**config.mk**
```make
export PLATFORM = sky130hd
export DESIGN_NAME = debug_run_ctrl_flat
export DESIGN_NICKNAME = d
export VERILOG_FILES = /design/src/rtl/debug_pkg.sv /design/src/rtl/debug_run_ctrl_if.sv /design/src/rtl/step_counter.sv /design/src/rtl/debug_run_ctrl.sv /design/src/flat_wrapper.sv
export SDC_FILE = /design/constraint.sdc
export NUM_CORES = 1
export LEC_CHECK = 0
export ABC_AREA = 1
export CAP_MARGIN = 10
export CORE_ASPECT_RATIO = 0.9
export CORE_MARGIN = 4
export CORE_UTILIZATION = 25
export CTS_CLUSTER_DIAMETER = 60
export DETAILED_ROUTE_END_ITERATION = 8
export GPL_ROUTABILITY_DRIVEN = 0
export MAX_ROUTING_LAYER = met4
export PLACE_DENSITY = 0.65
export SETUP_SLACK_MARGIN = 0.1
export SLEW_MARGIN = 20
export SYNTH_ARGS = -nofsm -noshare
export SYNTH_HDL_FRONTEND = slang
export SYNTH_SLANG_ARGS = --single-unit
```
**constraint.sdc**
```tcl
create_clock -name clk -period 1.5 [get_ports clk]
set_input_delay 0.3 -clock clk [delete_from_list [all_inputs] [get_ports clk]]
set_output_delay 0.3 -clock clk [all_outputs]
set_load 0.03 [all_outputs]
```
**src/rtl/debug_pkg.sv**
```systemverilog
// Shared constants for the MIPS debug run/step controller: state encoding,
// command bytes and default widths.
package debug_pkg;

    localparam int unsigned PC_W_DEF  = 32;
    localparam int unsigned CMD_W     = 8;
    localparam int unsigned STATE_W   = 3;
    localparam int unsigned BP_W      = 32;
    localparam int unsigned BP_BYTES  = 4;
    localparam int unsigned BP_CNT_W  = 2;

    typedef enum logic [STATE_W-1:0] {
        ST_IDLE      = 3'd0,
        ST_LOAD      = 3'd1,
        ST_RUN       = 3'd2,
        ST_STEP      = 3'd3,
        ST_DUMP_REQ  = 3'd4,
        ST_DUMP_WAIT = 3'd5,
        ST_BP_RX     = 3'd6
    } state_e;

    localparam logic [CMD_W-1:0] CMD_LOAD  = 8'h4C;
    localparam logic [CMD_W-1:0] CMD_RUN   = 8'h52;
    localparam logic [CMD_W-1:0] CMD_STEP  = 8'h53;
    localparam logic [CMD_W-1:0] CMD_DUMP  = 8'h44;
    localparam logic [CMD_W-1:0] CMD_HALT  = 8'h48;
    localparam logic [CMD_W-1:0] CMD_BREAK = 8'h42;

endpackage

```
**src/rtl/debug_run_ctrl_if.sv**
```systemverilog
// Signal bundle between the run/step controller and its neighbours
// (UART RX command bytes, loader, core enable, dump engine).
// master: the controller; slave: the surrounding debug subsystem.
interface debug_run_ctrl_if #(
    parameter int unsigned PC_W = 32
);
    logic            cmd_valid;
    logic [7:0]      cmd_data;
    logic            load_done;
    logic            halt_seen;
    logic [PC_W-1:0] pc;
    logic            dump_done;
    logic            cpu_en;
    logic            pc_rst;
    logic            load_en;
    logic            dump_start;
    logic            ended;
    logic            cmd_err;
    logic [2:0]      state_o;

    modport master (
        input  cmd_valid, cmd_data, load_done, halt_seen, pc, dump_done,
        output cpu_en, pc_rst, load_en, dump_start, ended, cmd_err, state_o
    );

    modport slave (
        output cmd_valid, cmd_data, load_done, halt_seen, pc, dump_done,
        input  cpu_en, pc_rst, load_en, dump_start, ended, cmd_err, state_o
    );
endinterface

```
**src/rtl/step_counter.sv**
```systemverilog
// Loadable down-counter for single-step length; flags when the count is one.
module step_counter #(
    parameter int unsigned STEP_CYCLES = 1
) (
    input  logic clk,
    input  logic rst,
    input  logic load_i,
    input  logic dec_i,
    output logic is_one_o
);
    localparam int unsigned CNT_W = $clog2(STEP_CYCLES + 1);

    logic [CNT_W-1:0] cnt_q, cnt_d;
    logic             one_q;

    // Next count: load wins over decrement, saturate at zero.
    always_comb begin
        cnt_d = cnt_q;
        if (load_i) begin
            cnt_d = CNT_W'(STEP_CYCLES);
        end else if (dec_i && (cnt_q != '0)) begin
            cnt_d = cnt_q - CNT_W'(1);
        end
    end

    // Count register; the one-flag is registered from the next count.
    always_ff @(posedge clk or posedge rst) begin
        if (rst) begin
            cnt_q <= '0;
            one_q <= 1'b0;
        end else begin
            cnt_q <= cnt_d;
            one_q <= (cnt_d == CNT_W'(1));
        end
    end

    assign is_one_o = one_q;
endmodule

```
**src/rtl/debug_run_ctrl.sv**
```systemverilog
// Run/step controller for the MIPS debug subsystem: decodes UART command
// bytes and sequences load, run, single-step and state dump.
// Optional PC breakpoint capture/compare enabled by DEBUG_BREAKPOINT_EN.
module debug_run_ctrl
    import debug_pkg::*;
#(
    parameter int unsigned STEP_CYCLES = 1,
    parameter int unsigned PC_W        = PC_W_DEF
) (
    input  logic             clk,
    input  logic             rst,
    debug_run_ctrl_if.master dbg
);
    state_e state_q, state_d;
    logic   pc_rst_q, pc_rst_d;
    logic   cmd_err_q, cmd_err_d;
    logic   ended_q, ended_d;
    logic   cnt_load_c, cnt_dec_c, cnt_one;

`ifdef DEBUG_BREAKPOINT_EN
    logic [BP_W-1:0]     bp_addr_q, bp_addr_d;
    logic                bp_valid_q, bp_valid_d;
    logic [BP_CNT_W-1:0] bp_cnt_q, bp_cnt_d;
    logic                bp_skip_q, bp_skip_d;
    logic                bp_match_c;

    assign bp_match_c = bp_valid_q && (dbg.pc == PC_W'(bp_addr_q));
`else
    logic [PC_W-1:0] unused_pc;
    assign unused_pc = dbg.pc;
`endif

    step_counter #(
        .STEP_CYCLES (STEP_CYCLES)
    ) u_step_cnt (
        .clk      (clk),
        .rst      (rst),
        .load_i   (cnt_load_c),
        .dec_i    (cnt_dec_c),
        .is_one_o (cnt_one)
    );

    // Next-state and side-effect decode.
    always_comb begin
        state_d    = state_q;
        pc_rst_d   = 1'b0;
        cmd_err_d  = 1'b0;
        ended_d    = ended_q;
        cnt_load_c = 1'b0;
        cnt_dec_c  = 1'b0;
`ifdef DEBUG_BREAKPOINT_EN
        bp_addr_d  = bp_addr_q;
        bp_valid_d = bp_valid_q;
        bp_cnt_d   = bp_cnt_q;
        bp_skip_d  = bp_skip_q;
`endif
        case (state_q)
            ST_IDLE: begin
                if (dbg.cmd_valid) begin
                    case (dbg.cmd_data)
                        CMD_LOAD: begin
                            state_d  = ST_LOAD;
                            pc_rst_d = 1'b1;
                            ended_d  = 1'b0;
                        end
                        CMD_RUN: begin
                            if (ended_q) begin
                                cmd_err_d = 1'b1;
                            end else begin
                                state_d = ST_RUN;
`ifdef DEBUG_BREAKPOINT_EN
                                // Resuming from the breakpoint PC must not re-hit it.
                                bp_skip_d = bp_match_c;
`endif
                            end
                        end
                        CMD_STEP: begin
                            if (ended_q) begin
                                cmd_err_d = 1'b1;
                            end else begin
                                state_d    = ST_STEP;
                                cnt_load_c = 1'b1;
                            end
                        end
                        CMD_DUMP: state_d = ST_DUMP_REQ;
`ifdef DEBUG_BREAKPOINT_EN
                        CMD_BREAK: begin
                            state_d    = ST_BP_RX;
                            bp_valid_d = 1'b0;
                            bp_cnt_d   = '0;
                        end
`endif
                        default: cmd_err_d = 1'b1;
                    endcase
                end
            end
            ST_LOAD: begin
                if (dbg.load_done) state_d = ST_IDLE;
            end
            ST_RUN: begin
                if (dbg.halt_seen) begin
                    ended_d = 1'b1;
                    state_d = ST_DUMP_REQ;
                end else if (dbg.cmd_valid && (dbg.cmd_data == CMD_HALT)) begin
                    state_d = ST_DUMP_REQ;
                end
`ifdef DEBUG_BREAKPOINT_EN
                else if (bp_match_c && !bp_skip_q) begin
                    state_d = ST_DUMP_REQ;
                end
                bp_skip_d = 1'b0;
`endif
            end
            ST_STEP: begin
                cnt_dec_c = 1'b1;
                if (dbg.halt_seen) begin
                    ended_d = 1'b1;
                    state_d = ST_DUMP_REQ;
                end else if (cnt_one) begin
                    state_d = ST_DUMP_REQ;
                end
            end
            ST_DUMP_REQ: state_d = ST_DUMP_WAIT;
            ST_DUMP_WAIT: begin
                if (dbg.dump_done) state_d = ST_IDLE;
            end
`ifdef DEBUG_BREAKPOINT_EN
            ST_BP_RX: begin
                if (dbg.cmd_valid) begin
                    bp_addr_d = {bp_addr_q[BP_W-CMD_W-1:0], dbg.cmd_data};
                    if (bp_cnt_q == BP_CNT_W'(BP_BYTES - 1)) begin
                        bp_valid_d = 1'b1;
                        state_d    = ST_IDLE;
                    end else begin
                        bp_cnt_d = bp_cnt_q + BP_CNT_W'(1);
                    end
                end
            end
`endif
            default: state_d = ST_IDLE;
        endcase
    end

    // State and pulse registers.
    always_ff @(posedge clk or posedge rst) begin
        if (rst) begin
            state_q   <= ST_IDLE;
            pc_rst_q  <= 1'b0;
            cmd_err_q <= 1'b0;
            ended_q   <= 1'b0;
        end else begin
            state_q   <= state_d;
            pc_rst_q  <= pc_rst_d;
            cmd_err_q <= cmd_err_d;
            ended_q   <= ended_d;
        end
    end

`ifdef DEBUG_BREAKPOINT_EN
    // Breakpoint address capture registers.
    always_ff @(posedge clk or posedge rst) begin
        if (rst) begin
            bp_addr_q  <= '0;
            bp_valid_q <= 1'b0;
            bp_cnt_q   <= '0;
            bp_skip_q  <= 1'b0;
        end else begin
            bp_addr_q  <= bp_addr_d;
            bp_valid_q <= bp_valid_d;
            bp_cnt_q   <= bp_cnt_d;
            bp_skip_q  <= bp_skip_d;
        end
    end
`endif

    assign dbg.cpu_en     = (state_q == ST_RUN) || (state_q == ST_STEP);
    assign dbg.load_en    = (state_q == ST_LOAD);
    assign dbg.dump_start = (state_q == ST_DUMP_REQ);
    assign dbg.pc_rst     = pc_rst_q;
    assign dbg.cmd_err    = cmd_err_q;
    assign dbg.ended      = ended_q;
    assign dbg.state_o    = state_q;
endmodule

```
**src/flat_wrapper.sv**
```systemverilog
// flat-port wrapper written by rule: the top's interface ports become plain ports
module debug_run_ctrl_flat import debug_pkg::*;
#(
    parameter int unsigned STEP_CYCLES = 1,
    parameter int unsigned PC_W        = PC_W_DEF
)
  (clk, rst, dbg_cmd_valid, dbg_cmd_data, dbg_load_done, dbg_halt_seen, dbg_pc, dbg_dump_done, dbg_cpu_en, dbg_pc_rst, dbg_load_en, dbg_dump_start, dbg_ended, dbg_cmd_err, dbg_state_o);
  debug_run_ctrl_if #(.PC_W(PC_W)) dbg_i ();
  input  logic clk;
  input  logic rst;
  input wire logic [$bits(dbg_i.cmd_valid)-1:0] dbg_cmd_valid;
  input wire logic [$bits(dbg_i.cmd_data)-1:0] dbg_cmd_data;
  input wire logic [$bits(dbg_i.load_done)-1:0] dbg_load_done;
  input wire logic [$bits(dbg_i.halt_seen)-1:0] dbg_halt_seen;
  input wire logic [$bits(dbg_i.pc)-1:0] dbg_pc;
  input wire logic [$bits(dbg_i.dump_done)-1:0] dbg_dump_done;
  output wire logic [$bits(dbg_i.cpu_en)-1:0] dbg_cpu_en;
  output wire logic [$bits(dbg_i.pc_rst)-1:0] dbg_pc_rst;
  output wire logic [$bits(dbg_i.load_en)-1:0] dbg_load_en;
  output wire logic [$bits(dbg_i.dump_start)-1:0] dbg_dump_start;
  output wire logic [$bits(dbg_i.ended)-1:0] dbg_ended;
  output wire logic [$bits(dbg_i.cmd_err)-1:0] dbg_cmd_err;
  output wire logic [$bits(dbg_i.state_o)-1:0] dbg_state_o;
  assign dbg_i.cmd_valid = dbg_cmd_valid;
  assign dbg_i.cmd_data = dbg_cmd_data;
  assign dbg_i.load_done = dbg_load_done;
  assign dbg_i.halt_seen = dbg_halt_seen;
  assign dbg_i.pc = dbg_pc;
  assign dbg_i.dump_done = dbg_dump_done;
  assign dbg_cpu_en = dbg_i.cpu_en;
  assign dbg_pc_rst = dbg_i.pc_rst;
  assign dbg_load_en = dbg_i.load_en;
  assign dbg_dump_start = dbg_i.dump_start;
  assign dbg_ended = dbg_i.ended;
  assign dbg_cmd_err = dbg_i.cmd_err;
  assign dbg_state_o = dbg_i.state_o;
  debug_run_ctrl #(.STEP_CYCLES(STEP_CYCLES), .PC_W(PC_W)) u_core (.clk(clk), .rst(rst), .dbg(dbg_i));
endmodule
```
Word level (Yosys, flattened, before mapping)
Index checks and enable logic that the tools add are counted.

Input bits: 46. Word-level logic and storage cells: 66. Register bits: 7. Output and inout bits: 9.

$add $sub $neg: 1. Equal/unequal tests: 20. Reduce and logical (&&, ||, !) cells: 11. Mux-type cells: 29.

Operator list (count): 8-bit by 7-bit == test with 1-bit output, second input constant (5); 3-bit two-way mux (9); 3-bit one-hot mux with 6 select lines (1); 1-bit two-way mux (16); 3-bit one-hot mux with 4 select lines (1); 3-bit inequality test, second input constant (3); 2-bit inequality test, second input constant (4); 8-bit AND reduction (1); 3-bit by 2-bit == test with 1-bit output, second input constant (2); 3-bit == test, second input constant (2); 2-bit OR reduction (3); 5-bit inequality test, second input constant (1); 1-bit one-hot mux with 2 select lines (2); 4-bit AND reduction (1); 2-bit nonzero test (2); 3-bit by 1-bit == test with 1-bit output, second input constant (1); 3-bit logical NOT (1); 3-bit by 2-bit inequality test with 1-bit output, second input constant (1); 1-bit logical AND (2); 2-bit by 1-bit inequality test with 1-bit output, second input constant (1); 1-bit logical OR (1); 1-bit subtractor, second input constant (1).

Longest topological paths before layout
Gate-level depths: netlist (run 1).

Depth after elaboration: 5. Depth in mapped cells: 10. Depth with buffers taken out: 10.

Modules after synthesis
A second synthesis (run 1) with hierarchy kept.

Cells, all modules: 111. Area total of the unflattened synthesis: 684.4 um^2.

By module, submodules not included: debug_run_ctrl (instances 1, cells each 105, seq. area each 150.1 um^2, area an instance 640.6 um^2); step_counter (instances 1, cells each 6, seq. area each 25.0 um^2, area an instance 43.8 um^2).

Worst setup path after synthesis (run 1)
No wires, ideal clock.

Kind: reg-to-reg. From: register u_core.state_q[0], in the netlist u_core.dbg.state_o[0]. To: register u_core.state_q[0], in the netlist u_core.dbg.state_o[0]. Arrival: 1.570 ns. Stages on the path, launching flop included: 9. Clock period less this slack: 1.635 ns. Path buffers: 0. Required time: 1.435 ns. Slack: -0.135 ns. Library setup time: 0.065 ns. Cell sequence: dfrtp_1 -> nand2_1 -> nor2_1 -> nand2_1 -> nand3_1 -> nor2_1 -> nand3_1 -> nand2_1 -> nand2_1.

Cells in the longest elaborated chain, start to end: 3. Elaborated cells between the ends (all ways): 16. Those cells by class: eq/ne (13); mux (1); reduce/logical (2).

RTL lines: start: declaration (RTL line debug_run_ctrl.sv:14) `state_e state_q, state_d;`; start signal: assignment (RTL line debug_run_ctrl.sv:152) `state_q <= state_d;`; 3-bit by 1-bit == test with 1-bit output (*); via dbg_load_en (RTL line flat_wrapper.sv:19) `output wire logic [$bits(dbg_i.load_en)-1:0] dbg_load_en;`; 2-bit inequality test (no source line); 8-bit AND reduction (no source line).

The timed path passes the listed nets; every way through them passes the cells marked *. A chain may end at the register's enable or synchronous reset.

Worst setup path after layout (run 1)
From: register u_core.state_q[1], in the netlist u_core.dbg.state_o[1]. To: output dbg_load_en.

Cells in the longest elaborated chain, start to end: 1.

RTL lines: 3-bit by 1-bit == test with 1-bit output (RTL line debug_run_ctrl.sv:177) `assign dbg.load_en = (state_q == ST_LOAD);`; end: declaration (RTL line flat_wrapper.sv:19).

Every way passes these cells.

==> impl_metrics.ini, run 1 <==
[die]
core_mm2 = 0.00249
die-width_um = 62.1
placementRows = 17
io_pins = 55
fp.dieH_um = 56.7
start_util = 0.265
die_area_mm2 = 0.00352

[sta]
period_share = 0.943
rsz0062_at_grt = yes
setup_violations = 0
fmax_mhz = 707
fin_hold_ws_ns = 0.283
setup_slack_ns = 0.0853
tns_ns = 0
fin_skew_ns = 0.00575
hold_violations = 0
max_slew_margin = 0.799
period_minus_slack_ns = 1.41
worst_slew_pin_slew_ns = 0.303
drv_slew = 0

[detailed_routing]
drt_wl_total_mm = 1.96
dr.pass1.iters = 2
drcViolationCount = 0
drtIter0Drc = 17
routedWlPerCell_um = 10.9
vias = 808
ant_nets = 0
vias_per_cell = 4.49

[global_routing]
grt_pass1_vias = 773
antenna_found_initial = 0
grt_max_degree = 8
grt_use_total = 0.114
grt_pass1_wl_mm = 3.22
gr-total-overflow = 0

[clock_tree]
holdBufCountCts = 0
cts_made_buffers = 3
htreeDepth = 1
clkLatencyLatePin_ns = 0.25
path_clk_slew_ns = 0.05
clockRootBuffer = clkbuf_4
cts_buffer_depth = 2
cts_tree = yes
clkSinkCount = 7

[critical_path]
cp_cell_sequence = inv_2 -> nand2_2 -> nor2_4 -> buf_6
worst_ep_required_time_ns = 1.20
critical_path.max_stage_delay_ns = 0.41
cp-end-kind = output port
setup.worst_path.class = flip-flop to output port
rrSetupSlack_ns = 0.17
critPathSlowestCell = dfrtp_1
cp_num_buf_inv = 2
cpLargestDelayFamily = flip-flops
crit_fanout = 3
arrival_ns = 1.11
setup.worst_path.start_class = flip-flop

[final_layout]
antennaDiodeCount = 0
final_layout_size_suffix_gt1_frac = 0.421
final_nets = 199
mostFrequentLayoutCells = nand2_1, buf_4, nor2_1
final_common_cell = nand2_1
syn2layout_area_growth_pct = 74.4
fillers = 256
multi_input_area_um2 = 475
final-seq-area_um2 = 178

[yosys]
synth.top_cell.area_share = 0.266
synth_cell_types = 16
ys_seq_elements = 7
ys_warn_count = 0
syn_area_per_cell_um2 = 5.99
syn_nets = 156
synthCells = 110
synth_seq_area_share = 0.266
yosys.area.top_type = dfrtp_1
synth.area.top_cells = dfrtp_1, nand2_1, nor2_1, inv_1, nand2_2
synth_area_um2 = 659

[run_status]
status = completed

[place]
portBuffers = 22
dp_hpwl_mm = 1.57
post-place-ws_ns = -0.205

[hold_path]
hold_path.class = input port to asynchronous set/reset pin

[power_and_ir_drop]
ir_drop_uv = 630
p_leak_nw = 0.625
power_density_mw_per_mm2 = 918

[flow_run]
maxCapViolations = 0
==> path summary, 6_finish.rpt <==
check | startpoint | end | depth (start not counted)
worst max register to register | u_core.dbg.state_o[2] | u_core.dbg.ended | 6
worst min-delay path | rst | u_core.dbg.state_o[1] | 2
min in group clk | u_core.u_step_cnt.is_one_o | u_core.u_step_cnt.is_one_o | 2
max in group asynchronous | rst | u_core.dbg.state_o[0] | 2
worst min register to register | u_core.u_step_cnt.is_one_o | u_core.u_step_cnt.is_one_o | 2
worst max-delay path | u_core.dbg.state_o[1] | dbg_load_en | 4
==> synthesized netlist by cell type <==
master,count
o21bai_1,1
nand3_2,1
o21ai_0,2
nor2_1,24
inv_1,17
nand2_1,24
nor2_4,3
inv_2,4
a21oi_1,3
nor2_2,5
nand4_1,1
nor3_4,1
nor3_1,1
nand3_1,8
nand2_2,8
dfrtp_1,7
==> state kept, by name, indices dropped and copies added (netlist names) <==
name and count:
u_core.dbg.state_o 3, u_core.dbg.cmd_err 1, u_core.dbg.ended 1, u_core.dbg.pc_rst 1, u_core.u_step_cnt.is_one_o 1
==> repair_timing <==
item	in CTS	in global routing
buffers inserted	4	3
pin swaps	3	6
gates resized for setup	17	22
endpoints found under the setup margin	10	12
==> logic make-up (layout without fill, tap and decap cells) <==
| group | count (synthesis) | after routing | synth area share |
|---|---|---|---|
| compound gates | 6 | 6 | 0.0493 |
| buf+inv | 21 | 63 | 0.120 |
| flops | 7 | 7 | 0.266 |
| simple gates | 76 | 76 | 0.565 |
==> metrics by stage <==
stage           util  power [W]  cell area (µm²)  instances
2_1_floorplan      -   0.000613              667        110
3_3_place_gp   0.395   0.000786              982        169
3_5_place_dp   0.395   0.000796              982        169
4_1_cts        0.428    0.00103             1060        177
5_1_grt        0.462    0.00115             1150        180
6_report       0.462    0.00106             1150        180
==> layout make-up <==
class / instances / share of cell area
clock buffer: 4 / 0.0229
inverter: 21 / 0.0707
multi-input combinational: 82 / 0.413
sequential: 7 / 0.155
tap: 28 / 0.0305
timing repair buffer: 38 / 0.308
==> report_power, final <==
group | leakage, nW | switching, W | total (W) | internal (W)
registers | 0.0820 | 0.0000326 | 0.000252 | 0.000219
clock network | 0.0150 | 0.0000655 | 0.000167 | 0.000101
logic | 0.528 | 0.000374 | 0.000637 | 0.000263
==> routing by layer <==
layer / track usage / routed length, µm / up-vias / share of wire
met5: - / 0 / - / 0
met4: 0.0186 / 0 / 0 / 0
met3: 0.0440 / 96 / 0 / 0.049
met2: 0.204 / 1060 / 14 / 0.54
met1: 0.120 / 802 / 378 / 0.41
li1: - / - / 416 / -
Power figures use the tool's default switching activity.
==> inputs of run 2 (changes only) <==
- PLACE_DENSITY: 0.65 -> 0.74
==> impl_metrics.ini, run 2 (synthesis results as in run 1) <==
[clock_tree]
clkLatencyLatePin_ns = 0.25
holdBufCountCts = 0
cts_tree = yes
path_clk_slew_ns = 0.05
htreeDepth = 1
cts_buffer_depth = 2
cts_made_buffers = 3
clkSinkCount = 7
clockRootBuffer = clkbuf_4

[sta]
tns_ns = 0
drv_slew = 0
rsz0062_at_grt = yes
max_slew_margin = 0.799
setup_violations = 0
fin_skew_ns = 0.00189
period_share = 0.939
period_minus_slack_ns = 1.41
fmax_mhz = 710
worst_slew_pin_slew_ns = 0.303
hold_violations = 0

[final_layout]
multi_input_area_um2 = 450
fillers = 251
stdcell_area_mm2 = 0.00108
mostFrequentLayoutCells = nand2_1, nor2_1, inv_1
final-seq-area_um2 = 178
final_common_cell = nand2_1
final_layout_size_suffix_gt1_frac = 0.385
final_core_util = 0.434
antennaDiodeCount = 0
largest_reg_flops = 3
syn2layout_area_growth_pct = 63.8
final_nets = 195

[detailed_routing]
drcViolationCount = 0
vias_per_cell = 4.38
drt_wl_total_mm = 1.80
ant_nets = 0
dr.pass1.iters = 4
drtIter0Drc = 21
vias = 771
routedWlPerCell_um = 10.2

[critical_path]
setup.worst_path.start_class = flip-flop
cp-end-kind = output port
arrival_ns = 1.11
worst_ep_required_time_ns = 1.20
crit_fanout = 4
setup.worst_path.class = flip-flop to output port

[global_routing]
grt_use_total = 0.107
grt_max_degree = 8
antenna_found_initial = 0
grt_pass1_vias = 738
grt_pass1_wl_mm = 2.93
gr-total-overflow = 0

[power_and_ir_drop]
power_density_mw_per_mm2 = 947
p_leak_nw = 0.566
total_power_w = 0.00102
ir_drop_uv = 601

[die]
io_pins = 55
fp.dieH_um = 56.7
placementRows = 17
core_mm2 = 0.00249
die-width_um = 62.1
die_area_mm2 = 0.00352
start_util = 0.265

[place]
portBuffers = 22
dp_hpwl_mm = 1.41
place_area_um2 = 967

[run_status]
status = completed

[flow_run]
maxCapViolations = 0

[hold_path]
hold_path.class = input port to asynchronous set/reset pin
-- run 2: cell types whose count changed in the layout (fill, tap and decap cells not counted), sizes merged --
cell and change:
clkdlybuf4s50 +2, clkbuf +1, clkdlybuf4s15 +1, dlymetal6s2s -4
buf -4
-- run 2: area by class of cell --
class / count / area share
Multi-Input combinational cell: 82 / 0.417
Timing Repair Buffer: 34 / 0.286
Sequential cell: 7 / 0.165
Tap cell: 28 / 0.0324
Clock buffer: 4 / 0.0243
Inverter: 21 / 0.0753
-- run 2: critical path, cell delays in order (launching register included) --
cell     delay, ns
dfrtp_1       0.41
inv_2         0.09
nand2_2       0.10
nor2_4        0.11
buf_6         0.14
-- run 2: worst paths after layout --
path	from	end	slack [ns]	cells after the start
worst max-delay path	u_core.dbg.state_o[1]	dbg_dump_start	0.09	4
worst min-delay path	rst	u_core.dbg.state_o[1]	0.27	2
worst max register to register	u_core.dbg.state_o[0]	u_core.dbg.state_o[0]	0.14	9
worst min register to register	u_core.u_step_cnt.is_one_o	u_core.u_step_cnt.is_one_o	0.54	2
max in group asynchronous	rst	u_core.dbg.state_o[2]	1.01	2
min in group clk	u_core.u_step_cnt.is_one_o	u_core.u_step_cnt.is_one_o	0.54	2
-- run 2: through the flow --
step | hold slack [ns] | worst slack (ns) | cells
final | 0.269 | 0.0921 | 176
after global routing | 0.288 | 0.0286 | 176
after floorplan | 0.103 | 0.0541 | 110
after global placement | 0.497 | -0.175 | 167
after CTS | 0.268 | 0.0742 | 175
after detailed placement | 0.509 | -0.208 | 167
-- run 2: metal layers --
layer / up-vias / GRT usage / wire (µm)
li1: 406 / - / -
met1: 342 / 0.110 / 793
met2: 21 / 0.185 / 900
met3: 2 / 0.0320 / 94
met4: 0 / 0.0557 / 14
met5: - / - / 0
-- run 2: what timing repair did --
| action | CTS | global route |
|---|---|---|
| endpoints found under the setup margin | 10 | 9 |
| setup buffers | 4 | 1 |
| resized for setup | 20 | 13 |
| pin swaps | 8 | 2 |
-- run 2: power breakdown --
part / switching (W) / leakage, nW / total [W] / internal (W)
clock: 0.0000656 / 0.0150 / 0.000167 / 0.000101
combinational: 0.000363 / 0.470 / 0.000605 / 0.000242
sequential: 0.0000307 / 0.0820 / 0.000250 / 0.000220
==> inputs of run 3 (changes only) <==
- MAX_ROUTING_LAYER: met4 -> not set
==> results of run 3 <==
No change in the layout: final DEF, timing and power equal those of run 2.
Main changes from that run: overall routing resource usage 0.107 -> 0.104
